==> src/rtl/bpm_beat_tracker_if.sv <==
// Sample/status bus between the BPM estimator (master) and the beat tracker (slave).
interface bpm_beat_tracker_if;
  logic [15:0] bpm_in;
  logic        bpm_in_valid;
  logic [15:0] bpm_smoothed;
  logic [31:0] period_cycles;
  logic        beat_pulse;
  logic [3:0]  beat_strength;
  logic        locked;
  logic        busy;

  modport master (
    output bpm_in, bpm_in_valid,
    input  bpm_smoothed, period_cycles, beat_pulse, beat_strength, locked, busy
  );

  modport slave (
    input  bpm_in, bpm_in_valid,
    output bpm_smoothed, period_cycles, beat_pulse, beat_strength, locked, busy
  );
endinterface

==> src/rtl/bpm_beat_tracker.sv <==
// Beat tracker: EMA-smooths the raw BPM stream, divides (CLK_HZ*60) by the
// smoothed BPM with a 32-step restoring divider, and runs a free-running
// beat counter whose period changes only at beat boundaries.
// Optional build macro BPM_TRACKER_LOCK_GATE_EN: when defined, beat_pulse is
// suppressed while the tracker is not locked (the counter keeps running).
module bpm_beat_tracker #(
  parameter int unsigned CLK_HZ    = 50_000_000,
  parameter int unsigned BPM_MIN   = 60,
  parameter int unsigned BPM_MAX   = 200,
  parameter int unsigned AVG_SHIFT = 2,
  parameter int unsigned BPM_TOL   = 4
) (
  input logic               clk,
  input logic               reset,
  bpm_beat_tracker_if.slave bus
);

  localparam logic [31:0] DIVIDEND  = 32'(CLK_HZ * 60);
  localparam logic [15:0] BPM_MIN_W = 16'(BPM_MIN);
  localparam logic [15:0] BPM_MAX_W = 16'(BPM_MAX);
  localparam logic [15:0] BPM_TOL_W = 16'(BPM_TOL);

  typedef enum logic [1:0] {ST_IDLE, ST_DIV, ST_RUN} state_e;

  state_e      state_q, state_d;
  logic [17:0] ema_q, ema_d;         // smoothed BPM, 2 fractional bits
  logic        seen_q, seen_d;       // at least one sample accepted
  logic [3:0]  conf_q, conf_d;
  logic        redo_q, redo_d;       // one queued divide request
  logic [15:0] divisor_q, divisor_d;
  logic [31:0] quot_q, quot_d;       // dividend shifts out, quotient shifts in
  logic [15:0] rem_q, rem_d;
  logic [4:0]  iter_q, iter_d;
  logic [31:0] pending_q, pending_d;
  logic [31:0] period_q, period_d;
  logic [31:0] beat_cnt_q, beat_cnt_d;
  logic        active_q, active_d;   // a beat period is loaded

  logic               accept;
  logic signed [18:0] ema_diff, ema_step, ema_sum;
  logic [15:0]        abs_err;
  logic [16:0]        rem_shift, rem_next;
  logic               q_bit;
  logic [31:0]        quot_next;
  logic               start_div, load_first, wrap;
  logic               unused_bits;

  assign accept = bus.bpm_in_valid && (bus.bpm_in >= BPM_MIN_W) && (bus.bpm_in <= BPM_MAX_W);

  // EMA update and confidence tracking against the pre-update smoothed value.
  always_comb begin
    // NOTE: every signal gets a default first so no path infers a latch.
    ema_d    = ema_q;
    seen_d   = seen_q;
    conf_d   = conf_q;
    ema_diff = $signed({1'b0, bus.bpm_in, 2'b00}) - $signed({1'b0, ema_q});
    ema_step = ema_diff >>> AVG_SHIFT;
    ema_sum  = $signed({1'b0, ema_q}) + ema_step;
    abs_err  = (bus.bpm_in >= ema_q[17:2]) ? (bus.bpm_in - ema_q[17:2])
                                           : (ema_q[17:2] - bus.bpm_in);
    if (accept) begin
      seen_d = 1'b1;
      if (!seen_q) begin
        ema_d = {bus.bpm_in, 2'b00};
      end else begin
        ema_d = ema_sum[17:0];
        if (abs_err <= BPM_TOL_W) begin
          if (conf_q != 4'hF) conf_d = conf_q + 4'd1;
        end else if (conf_q != 4'h0) begin
          conf_d = conf_q - 4'd1;
        end
      end
    end
  end

  // One restoring-divide step per DIV cycle.
  always_comb begin
    rem_shift = {rem_q, quot_q[31]};
    q_bit     = (rem_shift >= {1'b0, divisor_q});
    rem_next  = q_bit ? (rem_shift - {1'b0, divisor_q}) : rem_shift;
    quot_next = {quot_q[30:0], q_bit};
  end

  // FSM next state, divide sequencing and request queueing.
  always_comb begin
    state_d    = state_q;
    redo_d     = redo_q;
    divisor_d  = divisor_q;
    quot_d     = quot_q;
    rem_d      = rem_q;
    iter_d     = iter_q;
    pending_d  = pending_q;
    start_div  = 1'b0;
    load_first = 1'b0;
    case (state_q)
      ST_IDLE, ST_RUN: begin
        if (accept) start_div = 1'b1;
      end
      ST_DIV: begin
        quot_d = quot_next;
        rem_d  = rem_next[15:0];
        iter_d = iter_q + 5'd1;
        if (accept) redo_d = 1'b1;
        if (iter_q == 5'd31) begin
          pending_d  = quot_next;
          load_first = !active_q;
          redo_d     = 1'b0;
          // A request queued earlier, or one arriving right now, gets one more pass.
          if (redo_q || accept) start_div = 1'b1;
          else                  state_d   = ST_RUN;
        end
      end
      default: state_d = ST_IDLE;
    endcase
    // The divisor is taken from the EMA value being written this cycle.
    if (start_div) begin
      state_d   = ST_DIV;
      divisor_d = ema_d[17:2];
      quot_d    = DIVIDEND;
      rem_d     = '0;
      iter_d    = '0;
    end
  end

  // Beat counter: counts period-1 down to 0, wrapping onto the pending period.
  always_comb begin
    beat_cnt_d = beat_cnt_q;
    period_d   = period_q;
    active_d   = active_q;
    wrap       = active_q && (beat_cnt_q == 32'd0);
    if (wrap) begin
      beat_cnt_d = pending_q - 32'd1;
      period_d   = pending_q;
    end else if (active_q) begin
      beat_cnt_d = beat_cnt_q - 32'd1;
    end
    // First result ever loads straight into the counter (never coincides with a wrap).
    if (load_first) begin
      active_d   = 1'b1;
      period_d   = quot_next;
      beat_cnt_d = quot_next - 32'd1;
    end
  end

  // State registers, all cleared asynchronously.
  always_ff @(posedge clk or negedge reset) begin
    if (!reset) begin
      state_q    <= ST_IDLE;
      ema_q      <= '0;
      seen_q     <= 1'b0;
      conf_q     <= '0;
      redo_q     <= 1'b0;
      divisor_q  <= '0;
      quot_q     <= '0;
      rem_q      <= '0;
      iter_q     <= '0;
      pending_q  <= '0;
      period_q   <= '0;
      beat_cnt_q <= '0;
      active_q   <= 1'b0;
    end else begin
      // NOTE: non-blocking so every flop samples the values from before the edge.
      state_q    <= state_d;
      ema_q      <= ema_d;
      seen_q     <= seen_d;
      conf_q     <= conf_d;
      redo_q     <= redo_d;
      divisor_q  <= divisor_d;
      quot_q     <= quot_d;
      rem_q      <= rem_d;
      iter_q     <= iter_d;
      pending_q  <= pending_d;
      period_q   <= period_d;
      beat_cnt_q <= beat_cnt_d;
      active_q   <= active_d;
    end
  end

  assign bus.bpm_smoothed  = ema_q[17:2];
  assign bus.period_cycles = period_q;
  assign bus.beat_strength = conf_q;
  assign bus.locked        = conf_q[3];
  assign bus.busy          = (state_q == ST_DIV);
`ifdef BPM_TRACKER_LOCK_GATE_EN
  assign bus.beat_pulse    = wrap && conf_q[3];
`else
  assign bus.beat_pulse    = wrap;
`endif

  // Top bits that are provably zero for in-range operands.
  assign unused_bits = ema_sum[18] ^ rem_next[16];

endmodule
==> src/flat_wrapper.sv <==
// flat-port wrapper written by rule: the top's interface ports become plain ports
module bpm_beat_tracker_flat 
#(
  parameter int unsigned CLK_HZ    = 50_000_000,
  parameter int unsigned BPM_MIN   = 60,
  parameter int unsigned BPM_MAX   = 200,
  parameter int unsigned AVG_SHIFT = 2,
  parameter int unsigned BPM_TOL   = 4
)
  (clk, reset, bus_bpm_in, bus_bpm_in_valid, bus_bpm_smoothed, bus_period_cycles, bus_beat_pulse, bus_beat_strength, bus_locked, bus_busy);
  bpm_beat_tracker_if bus_i ();
  input logic clk;
  input logic reset;
  input wire logic [$bits(bus_i.bpm_in)-1:0] bus_bpm_in;
  input wire logic [$bits(bus_i.bpm_in_valid)-1:0] bus_bpm_in_valid;
  output wire logic [$bits(bus_i.bpm_smoothed)-1:0] bus_bpm_smoothed;
  output wire logic [$bits(bus_i.period_cycles)-1:0] bus_period_cycles;
  output wire logic [$bits(bus_i.beat_pulse)-1:0] bus_beat_pulse;
  output wire logic [$bits(bus_i.beat_strength)-1:0] bus_beat_strength;
  output wire logic [$bits(bus_i.locked)-1:0] bus_locked;
  output wire logic [$bits(bus_i.busy)-1:0] bus_busy;
  assign bus_i.bpm_in = bus_bpm_in;
  assign bus_i.bpm_in_valid = bus_bpm_in_valid;
  assign bus_bpm_smoothed = bus_i.bpm_smoothed;
  assign bus_period_cycles = bus_i.period_cycles;
  assign bus_beat_pulse = bus_i.beat_pulse;
  assign bus_beat_strength = bus_i.beat_strength;
  assign bus_locked = bus_i.locked;
  assign bus_busy = bus_i.busy;
  bpm_beat_tracker #(.CLK_HZ(CLK_HZ), .BPM_MIN(BPM_MIN), .BPM_MAX(BPM_MAX), .AVG_SHIFT(AVG_SHIFT), .BPM_TOL(BPM_TOL)) u_core (.clk(clk), .reset(reset), .bus(bus_i));
endmodule
==> config.mk <==
export PLATFORM = sky130hd
export DESIGN_NAME = bpm_beat_tracker_flat
export DESIGN_NICKNAME = d
export VERILOG_FILES = /design/src/rtl/bpm_beat_tracker_if.sv /design/src/rtl/bpm_beat_tracker.sv /design/src/flat_wrapper.sv
export SDC_FILE = /design/constraint.sdc
export NUM_CORES = 1
export LEC_CHECK = 0
export ABC_AREA = 1
export BUFFER_PORTS_ARGS = -buffer_cell sky130_fd_sc_hd__buf_2
export CELL_PAD_IN_SITES_DETAIL_PLACEMENT = 0
export CELL_PAD_IN_SITES_GLOBAL_PLACEMENT = 1
export CORE_MARGIN = 10
export CORE_UTILIZATION = 40
export DETAILED_ROUTE_END_ITERATION = 6
export GPL_ROUTABILITY_DRIVEN = 0
export PLACE_DENSITY = 0.81
export SETUP_SLACK_MARGIN = 0.3
export SLEW_MARGIN = 20
export SYNTH_ARGS = -nofsm -noshare
export SYNTH_HDL_FRONTEND = slang
export SYNTH_SLANG_ARGS = --single-unit
export TNS_END_PERCENT = 5
==> constraint.sdc <==
create_clock -name clk -period 3.4 [get_ports clk]
set_input_delay 0.17 -clock clk [delete_from_list [all_inputs] [get_ports clk]]
set_output_delay 0.17 -clock clk [all_outputs]
set_load 0.01 [all_outputs]
### Yosys cells after proc, flatten, opt, wreduce, memory -nomap -nowiden

Cells that the tools add are included.

| word-level totals | value |
|---|---|
| input port bits | 19 |
| bits in registers | 192 |
| word-level logic and storage cells | 86 |
| output and inout port bits | 55 |

| cells by class | value |
|---|---|
| $lt $le $gt $ge | 5 |
| add/subtract/negate cells | 11 |
| reduce and logical (&&, ||, !) cells | 18 |
| multiplexer cells | 30 |
| eq/ne operators | 8 |

Operators with widths:

| kind | count |
|---|---|
| 32-bit two-way mux | 7 |
| 32-bit by 1-bit subtractor with 32-bit output (second input constant) | 3 |
| 16-bit two-way mux | 4 |
| 16-bit subtractor | 3 |
| 18-bit two-way mux | 2 |
| 32-bit zero test | 1 |
| 18-bit by 18-bit subtractor with 19-bit output | 1 |
| 18-bit by 17-bit adder with 18-bit output | 1 |
| 17-bit by 16-bit greater-or-equal comparator with 1-bit output | 1 |
| 16-bit greater-or-equal comparator | 1 |
| 16-bit by 6-bit greater-or-equal comparator with 1-bit output (second input constant) | 1 |
| 16-bit by 3-bit less-or-equal comparator with 1-bit output (second input constant) | 1 |
| 16-bit by 8-bit less-or-equal comparator with 1-bit output (second input constant) | 1 |
| 4-bit two-way mux | 3 |
| 5-bit two-way mux | 2 |
| 2-bit nonzero test | 4 |
| 1-bit two-way mux | 7 |
| 2-bit two-way mux | 3 |
| 5-bit by 1-bit adder with 5-bit output (second input constant) | 1 |
| 5-bit equality test (second input constant) | 1 |
| 4-bit by 1-bit adder with 4-bit output (second input constant) | 1 |
| 4-bit != test (second input constant) | 1 |
| 2-bit case mux with 2 select lines | 1 |
| 2-bit AND reduction | 2 |
| 17 further kinds | 19 |

### Longest topological paths before layout

| logic depth | value |
|---|---|
| word-level depth | 9 |
| gate-level depth with buffers | 27 |
| mapped depth without buffers | 27 |

### Worst setup path before layout

No wires, ideal clock.

| path | value |
|---|---|
| path type | register -> register |
| start | reg u_core.ema_q[2] |
| end | reg u_core.divisor_q[15] |
| setup time | 66 ps |
| stages on the path, launching flop included | 22 |
| period minus slack after synthesis | 3418 ps |
| path slack | -18 ps |
| required time | 3334 ps |
| arrival time | 3352 ps |
| buffers on the path | 0 |
| path through | dfrtp_1 inv_1 ha_1 a21oi_1 inv_1 a21oi_1 inv_1 a21oi_1 inv_1 a21oi_1 o21ai_0 xor2_1 ha_1 inv_1 nor3_1 nand2_1 o311a_1 nand2_1 nand4_1 nand2_1 nand2_1 nand2_1 |

| between the ends | value |
|---|---|
| word-level cells in the longest chain between the ends | 4 |

Ends and longest elaborated chain:

| element | line | source |
|---|---|---|
| start: declaration | bpm_beat_tracker.sv:26 | `logic [17:0] ema_q, ema_d;` |
| start signal: assignment | bpm_beat_tracker.sv:164 | `ema_q <= ema_d;` |
| 18-bit by 18-bit subtractor with 19-bit output | bpm_beat_tracker.sv:56 | `ema_diff = $signed({1'b0, bus.bpm_in, 2'b00}) - $signed({1'b0, ema_q});` |
| 18-bit by 17-bit adder with 18-bit output * | bpm_beat_tracker.sv:58 | `ema_sum = $signed({1'b0, ema_q}) + ema_step;` |
| 18-bit two-way mux * | bpm_beat_tracker.sv:63 | `if (!seen_q) begin` |
| 18-bit two-way mux * | bpm_beat_tracker.sv:61 | `if (accept) begin` |
| net u_core.ema_d[17] | bpm_beat_tracker.sv:26 |  |
| end signal: assignment | bpm_beat_tracker.sv:168 | `divisor_q <= divisor_d;` |
| end: declaration | bpm_beat_tracker.sv:30 | `logic [15:0] divisor_q, divisor_d;` |

The timed path passes the listed nets; every way through them passes the cells marked *.
A chain may end at the register's enable or synchronous reset.

### Final worst setup path

Same ends and word-level chain as after synthesis.

==> flow_summary_export.csv <==
group,metric,value,unit
cts,cts.clk_slew.worst_paths,0.07,ns
worst_setup_path,required,3.73,ns
worst_setup_path,r2r-end,"u_core.divisor_q[15]$_DFFE_PN0P_",
worst_setup_path,critPathSlowestCell,"dfrtp_1",
final_layout,fin_cells,2610,
run,maxCapViolCount,0,
detailed_routing,drtAntennaViolNets,0,
floorplan,rows,67,
sta,period_minus_slack,3.43,ns
min_path,whs_path_depth,3,
floorplan,io_pins,74,
power_and_ir_drop,peakVddDrop,0.410,mV
cts,clock-root-buffer,"clkbuf_16",
sta,worst_pin_slew,0.824,ns
status,status,"complete, but fails checks",
floorplan,die_x,205,µm
cts,clk_latency,0.45,ns
global_routing,grt.total_usage,0.203,
sta,fin_skew,0.0151,ns
detailed_routing,routed_via_density,5.11,
min_path,min_from,"bus_bpm_in[6]",
logic_synthesis,synth_fp_nets,2127,
logic_synthesis,synthesis.area,0.0137,mm²
worst_setup_path,cp_slowest_stage_delay,0.39,ns
worst_setup_path,start_kind,"flop",
min_path,min_to,"u_core.ema_q[8]$_DFF_PN0_",
global_routing,antenna_found_initial,0,
sta,relSlewSlack,0.451,
final_layout,multi_input_area,0.00808,mm²
worst_setup_path,critPathKind,"reg2reg",
cts,htreeDepth,4,
sta,holdWs,0.144,ns
cts,clock_sinks,192,
floorplan,die-area,0.0422,mm²
final_layout,design_area,0.0164,mm²
logic_synthesis,yosysWarningCount,0,
logic_synthesis,ys_ff_latch,192,
worst_setup_path,cpMostUsedCell,"inv_2",
logic_synthesis,postSynthCellCount,2035,
sta,layout_setup_ws,-0.0322,ns
detailed_routing,firstDrtPassIters,4,
detailed_routing,avgRoutedWirePerCell,16.4,µm
worst_setup_path,reg2reg_setup_slack,-0.03,ns
logic_synthesis,syn_area_per_cell,6.75,µm²
floorplan,die_h,205,µm
final_layout,antenna_cells,0,
worst_setup_path,worstReg2RegStart,"u_core.ema_q[2]$_DFF_PN0_",
cts,cts_tree,"built",
logic_synthesis,synth-edff-count,0,
logic_synthesis,ys_seq_area_frac,0.350,
floorplan,core-area,0.0337,mm²
sta,setup-violations-final,2,
status,violations,"setup timing",
worst_setup_path,crit_arrival,3.76,ns
final_layout,fin_nets,2242,
place,dp_hpwl,33400,µm
logic_synthesis,synth-main-ff-cell,"dfrtp_1",
floorplan,start_util,0.408,
worst_setup_path,cp-end-kind,"flop",
cts,cts_buffers,17,
place,numPlacedInstances,2571,
sta,max_freq,291,MHz
final_layout,layout-drive-gt1-share,0.180,
worst_setup_path,ff2ff_path_depth,23,
worst_setup_path,cp-startpoint,"u_core.ema_q[2]$_DFF_PN0_",
logic_synthesis,synthArstFlopShare,1.00,
global_routing,grt-ovfl-total,0,
global_routing,grt_pass1_vias,12994,
detailed_routing,remaining_drc_errors,0,
detailed_routing,via_count,13339,
final_layout,area_growth,19.2,%
place,placed_area,0.0150,mm²
cts,cts.path.max_buffers,2,
place,port_buffers,73,
worst_setup_path,cp_max_fo,3,
worst_setup_path,critPathBufInv,6,
power_and_ir_drop,powerDensity,644,mW/mm²
final_layout,n_fill_cell,3458,
power_and_ir_drop,p_leak,8.70,nW
detailed_routing,drtIter0Drc,898,
power_and_ir_drop,total_power,10.6,mW
sta,final_hold_viol_count,0,
global_routing,grt_max_degree,95,
sta,grt_setup_unrepaired,"yes",
sta,fin_crit_sh,1.01,
worst_setup_path,path_cells,"inv_2 > ha_4 > a21oi_4 > inv_2 > a21oi_4 > inv_2 > a21oi_4 > inv_2 > a21oi_4 > o21ai_0 > xor2_1 > ha_1 > inv_2 > nor3_4 > inv_1 > nor2_1 > nor3_2 > o311a_1 > nand2_1 > nand4_1 > nand2_1 > nand2_1 > nand2_1",
final_layout,regArea,0.00480,mm²
min_path,hold_class,"in2reg",
logic_synthesis,yosysUniqueCellTypes,49,
detailed_routing,routed_wl,42900,µm
global_routing,grt_first_pass_wirelength,68600,µm
worst_setup_path,critPathTopFamily,"compound AO/OA/AOI/OAI gates",
sta,drv_slew,0,
[synthesized netlist by cell type, drive strengths merged, types with 3 or more instances]
master | number | area, µm²
a21oi | 82 | 410
a22o | 4 | 35.0
a31oi | 8 | 50.1
buf | 48 | 339
clkbuf | 28 | 105
dfrtp | 192 | 4800
fa | 3 | 60.1
ha | 70 | 876
inv | 301 | 1130
nand2 | 656 | 2490
nand3 | 125 | 646
nand4 | 31 | 194
nor2 | 205 | 842
nor3 | 11 | 70.1
nor4 | 5 | 31.3
o21ai | 144 | 724
o21bai | 12 | 90.1
o22ai | 35 | 219
or2 | 5 | 31.3
xnor2 | 13 | 114
xor2 | 35 | 307
[state kept, by name (all words and copies together) (netlist names), 4 cells and up]
signal                    cells
u_core.divisor_q             16
u_core.pending_q             32
u_core.iter_q                 5
u_core.quot_q                32
u_core.bus.beat_strength      4
u_core.ema_q                 18
u_core.beat_cnt_q            32
u_core.bus.period_cycles     32
u_core.rem_q                 16
[worst max path at each step]
stage | end | cells past startpoint
after floorplan | u_core.divisor_q[15]$_DFFE_PN0P_ | 21
after detailed placement | u_core.divisor_q[11]$_DFFE_PN0P_ | 24
after global placement | u_core.divisor_q[12]$_DFFE_PN0P_ | 22
final | u_core.divisor_q[15]$_DFFE_PN0P_ | 23
after CTS | u_core.divisor_q[15]$_DFFE_PN0P_ | 23
after global routing | u_core.divisor_q[12]$_DFFE_PN0P_ | 22
[worst reg2reg max path: cells and delay by family, from the launching register on]
family | cells | cell delay [ns]
and+or+nand+nor | 8 | 0.61
buffers and inverters | 6 | 0.47
adders and majority gates | 2 | 0.54
AOI/OAI and AO/OA | 6 | 1.05
xor gates and xnor gates | 1 | 0.27
DFF | 1 | 0.39
[timing repair]
item,in CTS,in global routing
hold endpoints to repair,92,0
setup buffers,4,3
hold buffers,1,0
pin swaps,29,55
resized for setup,81,114
setup endpoints to repair,51,69
[stage by stage]
step | TNS [ns] | setup WS, ns | utilization
final | -0.0383 | -0.0322 | 0.486
after global routing | -2.13 | -0.275 | 0.486
after CTS | -0.510 | -0.109 | 0.472
after detailed placement | -2.18 | -0.282 | 0.444
after global placement | -1.08 | -0.218 | 0.444
after floorplan | 0 | 0.290 | -
[final cells by class]
type / instances / share of cell area
well taps: 448 / 0.0342
flip-flops and latches: 192 / 0.293
clock inverters: 14 / 0.0118
clock buffers: 17 / 0.0260
multi-input cells: 1464 / 0.494
inverters: 303 / 0.0701
repair buffers: 172 / 0.0708
[routing by layer]
layer  vias to the layer above  GRT usage  share of wire
li1                       6657          -              -
met2                       321      0.352           0.48
met5                         -          0              0
met1                      6282      0.253           0.44
met3                        79     0.0237          0.045
met4                         0     0.0780          0.034
[layout by cell type (no fill, tap or decap), drive strengths merged, types with 3 or more instances in the layout]
master and count:
o22ai 35, nand4 31, dfrtp 192, clkinv 5, xnor2 13, or2 5, ha 70, nor3 11
a31oi 8, a22o 4, inv 307, o21ai 144, fa 3, nor4 5, buf 170, nand3 125
o21bai 12, a21oi 82, nand2 656, clkbuf 18, nor2 205, xor2 35, clkinvlp 3
[power by group]
| group | switching [mW] | internal [mW] |
|---|---|---|
| logic | 3.16 | 1.74 |
| registers | 0.473 | 3.02 |
| clock network | 1.03 | 1.13 |
[kinds of logic after synthesis]
| kind of cell | synth area share |
|---|---|
| buf+inv | 0.115 |
| xor+xnor | 0.0306 |
| flops | 0.350 |
| compound gates | 0.120 |
| fa+ha+maj | 0.0681 |
| simple gates | 0.316 |
No activity file was read; power rests on OpenSTA's default activity.
